==> src/rtl/apb_alu_master.sv <==
// ============================================================================
// Module      : apb_alu_master
// Description : APB requester for the ALU CSR slave. Turns single-word host
//               commands into APB setup/access transfers, absorbs wait states,
//               flags slave errors and timeouts, and returns one response per
//               command over a valid/ready handshake.
// Revision    : 1.0 - initial release
// ============================================================================
`default_nettype none

module apb_alu_master #(
   parameter int REG_NUMBER     = 5,
   parameter int ADDR_WIDTH     = $clog2(REG_NUMBER),
   parameter int APB_BUS_SIZE   = 32,
   parameter int TIMEOUT_CYCLES = 16
) (
   input  logic                    clk,
   input  logic                    rst,
   // host command channel
   input  logic                    cmd_valid,
   output logic                    cmd_ready,
   input  logic                    cmd_write,
   input  logic [ADDR_WIDTH-1:0]   cmd_addr,
   input  logic [APB_BUS_SIZE-1:0] cmd_wdata,
   // APB requester port
   output logic                    psel,
   output logic                    penable,
   output logic                    pwrite,
   output logic [ADDR_WIDTH-1:0]   paddr,
   output logic [APB_BUS_SIZE-1:0] pwdata,
   input  logic                    pready,
   input  logic                    pslverr,
   input  logic [APB_BUS_SIZE-1:0] prdata,
   // host response channel
   output logic                    rsp_valid,
   input  logic                    rsp_ready,
   output logic [APB_BUS_SIZE-1:0] rsp_rdata,
   output logic                    rsp_err,
   output logic                    rsp_timeout
);

   localparam int CNT_W = $clog2(TIMEOUT_CYCLES + 1);

   localparam logic [1:0] IDLE   = 2'd0;
   localparam logic [1:0] SETUP  = 2'd1;
   localparam logic [1:0] ACCESS = 2'd2;
   localparam logic [1:0] RESP   = 2'd3;

   localparam logic [CNT_W-1:0] CNT_LAST = CNT_W'(TIMEOUT_CYCLES - 1);
   localparam logic [CNT_W-1:0] CNT_ONE  = CNT_W'(1);

   logic [1:0]       state;
   logic [1:0]       state_nxt;
   logic [CNT_W-1:0] tcnt;
   logic             accept;
   logic             timeout_hit;

   // A command is taken only when the host offers it and the block is idle.
   assign accept = cmd_valid && cmd_ready;

   // Last allowed access cycle passed without pready; pready in that same
   // cycle still wins because it is checked first in the next-state logic.
   assign timeout_hit = (state == ACCESS) && !pready && (tcnt == CNT_LAST);

   // State register; reset drops psel/penable/rsp_valid asynchronously.
   always_ff @(posedge clk or posedge rst) begin
      if (rst) state <= IDLE;
      else     state <= state_nxt;
   end

   // Next-state decode of the APB transfer sequence.
   always_comb begin
      state_nxt = state;
      case (state)
         IDLE:    if (accept) state_nxt = SETUP;
         SETUP:   state_nxt = ACCESS;
         ACCESS:  if (pready || timeout_hit) state_nxt = RESP;
         RESP:    if (rsp_ready) state_nxt = IDLE;
         default: state_nxt = IDLE;
      endcase
   end

   // Control outputs are pure decodes of the state.
   always_comb begin
      psel      = 1'b0;
      penable   = 1'b0;
      rsp_valid = 1'b0;
      cmd_ready = 1'b0;
      case (state)
         IDLE:    cmd_ready = !rst;
         SETUP:   psel      = 1'b1;
         ACCESS:  begin
                     psel    = 1'b1;
                     penable = 1'b1;
                  end
         RESP:    rsp_valid = 1'b1;
         default: ;
      endcase
   end

   // Address, direction and write data load only on acceptance and then hold.
   always_ff @(posedge clk or posedge rst) begin
      if (rst) begin
         pwrite <= 1'b0;
         paddr  <= '0;
         pwdata <= '0;
      end else if (accept) begin
         pwrite <= cmd_write;
         paddr  <= cmd_addr;
         pwdata <= cmd_wdata;
      end
   end

   // Access-phase cycle counter: cleared on SETUP entry, saturating.
   always_ff @(posedge clk or posedge rst) begin
      if (rst) begin
         tcnt <= '0;
      end else if (accept) begin
         tcnt <= '0;
      end else if ((state == ACCESS) && (tcnt != {CNT_W{1'b1}})) begin
         tcnt <= tcnt + CNT_ONE;
      end
   end

   // Response fields are captured when the access phase ends and held in RESP.
   always_ff @(posedge clk or posedge rst) begin
      if (rst) begin
         rsp_rdata   <= '0;
         rsp_err     <= 1'b0;
         rsp_timeout <= 1'b0;
      end else if (state == ACCESS) begin
         if (pready) begin
            rsp_err     <= pslverr;
            rsp_timeout <= 1'b0;
            rsp_rdata   <= (!pwrite && !pslverr) ? prdata : '0;
         end else if (timeout_hit) begin
            rsp_err     <= 1'b1;
            rsp_timeout <= 1'b1;
            rsp_rdata   <= '0;
         end
      end
   end

endmodule

`default_nettype wire

==> config.mk <==
export PLATFORM = sky130hd
export DESIGN_NAME = apb_alu_master
export DESIGN_NICKNAME = d
export VERILOG_FILES = /design/src/rtl/apb_alu_master.sv
export SDC_FILE = /design/constraint.sdc
export NUM_CORES = 1
export LEC_CHECK = 0
export ABC_AREA = 1
export ABC_CLOCK_PERIOD_IN_PS = 4200
export CAP_MARGIN = 5
export CORE_UTILIZATION = 44
export CTS_CLUSTER_SIZE = 16
export DETAILED_ROUTE_END_ITERATION = 12
export PLACE_DENSITY = 0.85
export SYNTH_ARGS = -nofsm -noshare
export SYNTH_HDL_FRONTEND = slang
export SYNTH_SLANG_ARGS = --single-unit
export TNS_END_PERCENT = 50
==> constraint.sdc <==
create_clock -name clk -period 4.2 [get_ports clk]
set_input_delay 0.84 -clock clk [delete_from_list [all_inputs] [get_ports clk]]
set_output_delay 0.84 -clock clk [all_outputs]
set_load 0.03 [all_outputs]
==> results_dict.tcl <==
set metrics [dict create \
    pwr_density_cell_mw_per_mm2 813 \
    ys.warnings.count 0 \
    routed_wl_um 7920 \
    start_util_pct 46.4 \
    combPwrFrac_pct 52.1 \
    hold_depth 2 \
    synth_cells 362 \
    finalNetCount 586 \
    hold-worst-slack_ns 0.480 \
    startpoint "rst" \
    min_period_ns 3.00 \
    drc 0 \
    p_leak_uw 0.00246 \
    timing.fmax_mhz 333 \
    finalCritPeriodShare_pct 71.5 \
    rsz0062_at_grt "no" \
    vdd_drop_max_v 0.000408 \
    finalPower_uw 3990 \
    firstDrtPassIters 5 \
    rows 30 \
    crit_arrival_ns 2.16 \
    grt_max_degree 43 \
    clock_sinks 77 \
    cts_setup_buffers 0 \
    endpoint "cmd_ready" \
    synth_area_per_cell_um2 8.85 \
    viasPerCell 4.74 \
    cp_max_fo 3 \
    synth_area_mm2 0.00320 \
    die_w_um 87.3 \
    cts_root_buf "clkbuf_8" \
    cts_tree "yes" \
    yosysUniqueCellTypes 18 \
    ios 148 \
    hold_viol_final 0 \
    gp_congestion 0.817 \
    diodes 0 \
    tightest_slew_ns 1.01 \
    sequentialPowerShare_pct 32.6 \
    timing.rr.end "pwrite" \
    final.setup.worst_slack_ns 1.20 \
    min_from "rsp_rdata[15]" \
    reg2reg_from "state[0]" \
    cp-start-kind "primary input" \
    syn_to_final_growth_pct 53.4 \
    end_kind "output port" \
    grt_antenna_before_repair 0 \
    drive_gt1_share_pct 4.90 \
    dieHeight_um 87.3 \
    slew_violations 0 \
    clkPwrFrac_pct 15.3 \
    core_mm2 0.00691 \
    status "complete, no violations" \
    max_slew_margin_pct 32.9 \
    final_antenna_net_count 0 \
    grt_pass1_vias 2783 \
    grtUsageTotal_pct 21.6 \
    critical_path_buf_inv_count 2 \
    reg2reg_slack_ns 1.91 \
    port_buffers 147 \
    routedWlPerCell_um 13.1 \
    cts_max_path_buffers 2 \
    drtIter0Drc 101 \
    cp_cell_sequence "clkdlybuf4s50_1 -> nor2_4 -> clkdlybuf4s50_1" \
    insertion_delay_ns 0.34 \
    via_count 2875 \
    critPathTopFamily "buffers and inverters" \
    p_sw_share_pct 43.1 \
    setup_viol 0 \
    critical_path.slowest_cell "clkdlybuf4s50_1" \
    power_switching_uw 1720 \
    critPathMaxStageDelay_ns 0.68 \
    cp.depth 3 \
    dpl_worst_slack_ns 1.20 \
    syn_nets 443 \
    fin_skew_ns 0.00697 \
    ctsHoldBuffers 0 \
    worstHoldPathType "reg2reg" \
    clkTransAtPathRegs_ns 0.07 \
    maxCapViolCount 0 \
    die-area_mm2 0.00762 \
    cts_buffers 9 \
    seq_area_frac_synth_pct 60.2 \
    ctsResizeCount 0 \
    htree_levels 3 \
    ys_seq_elements 77 \
    r2r_cells 7 \
    required_ns 3.36 \
    hpwl_um 5640 \
    grt_overflow 0 \
    fin_tns_setup_ns 0 \
    p_int_uw 2270 \
    path_class "in2out" \
    grt_pass1_wl_um 12500 \
    worst_path_most_repeated_cell "clkdlybuf4s50_1" \
]
==> power by group through the flow <==
stage                     registers (uW)  clock network [uW]  logic (uW)
after global routing                1340                 657        2230
after floorplan                     1930                   0         586
after detailed placement            1300                   0        2090
after CTS                           1300                 625        2100
after global placement              1290                   0        2050
final                               1300                 610        2080
==> layer usage <==
metal | routed length (um) | track usage [%] | vias to the layer above
li1 | - | - | 1405
met1 | 3340 | 24.9 | 1332
met2 | 3730 | 37.0 | 131
met3 | 774 | 7.77 | 7
met4 | 75 | 7.45 | 0
met5 | 0 | 0 | -
==> logic make-up (layout without fill, tap and decap cells) <==
kind of cell / count (synthesis) / count (layout) / share of synthesized area, %
flip-flops: 77 / 77 / 60.2
AND/OR/NAND/NOR: 237 / 237 / 30.0
XOR/XNOR: 1 / 1 / 0.273
buffers and inverters: 33 / 181 / 5.70
adder cells (fa/ha/maj): 7 / 7 / 2.73
AO/OA/AOI/OAI: 7 / 7 / 1.09
==> through the flow <==
step | cells | instance area, um2 | utilization [%]
floorplan | 362 | 3200 | -
global placement | 590 | 4690 | 67.9
detailed placement | 590 | 4690 | 67.9
CTS | 606 | 4910 | 71.1
global route | 606 | 4910 | 71.1
finish | 606 | 4910 | 71.1
==> worst reg2reg max path: cells and delay by family (launching register included) <==
family	cells	cell delay, ns
fa+ha+maj	1	0.17
flops	1	0.41
compound gates	1	0.16
simple gates	2	0.53
buf+inv	3	0.88
==> worst min-delay path by stage <==
| stage | to | slack [ns] |
|---|---|---|
| 2_1_floorplan | state[0] | 0.47 |
| 3_3_place_gp | rsp_rdata[19] | 0.46 |
| 3_5_place_dp | rsp_rdata[21] | 0.46 |
| 4_1_cts | rsp_rdata[15] | 0.48 |
| 5_1_grt | rsp_rdata[15] | 0.49 |
| 6_report | rsp_rdata[15] | 0.48 |
==> cell usage after synthesis (all sizes together) <==
library cell	instances	share of area [%]
clkbuf	4	0.47
a21oi	3	0.47
buf	13	3.4
inv	16	1.9
or2	1	0.20
nand2	190	22
ha	7	2.7
nand3	36	5.6
nor2	7	1.3
dfrtp	77	60
nand4	3	0.59
xor2	1	0.27
o21ai	4	0.63
==> registers in the layout (all words and copies together) (netlist names) <==
signal / cells
rsp_timeout: 1
rsp_rdata: 32
rsp_err: 1
state: 2
tcnt: 5
pwdata: 32
pwrite: 1
paddr: 3
==> layout make-up <==
type,instances,area (um2)
Fill cell,560,1990
Sequential cell,77,1930
Timing Repair Buffer,149,1490
Multi-Input combinational cell,252,1090
Clock buffer,10,138
Tap cell,96,120
Clock inverter,6,86.3
Inverter,16,61.3
==> cells in the final DEF, fill, tap and decap left out <==
cell	instances
a21oi_1	3
bufinv_16	2
nor2_4	2
or2_2	1
clkdlybuf4s50_1	147
clkinv_4	1
nand2_1	189
inv_1	13
clkinv_2	3
clkinvlp_4	1
buf_4	2
dfrtp_1	77
xor2_1	1
nand3_1	36
nand2_2	1
inv_2	2
nor2_1	5
clkbuf_8	10
o21ai_0	4
ha_1	7
nand4_1	3
Note: power is estimated with default switching activity, not from simulation.
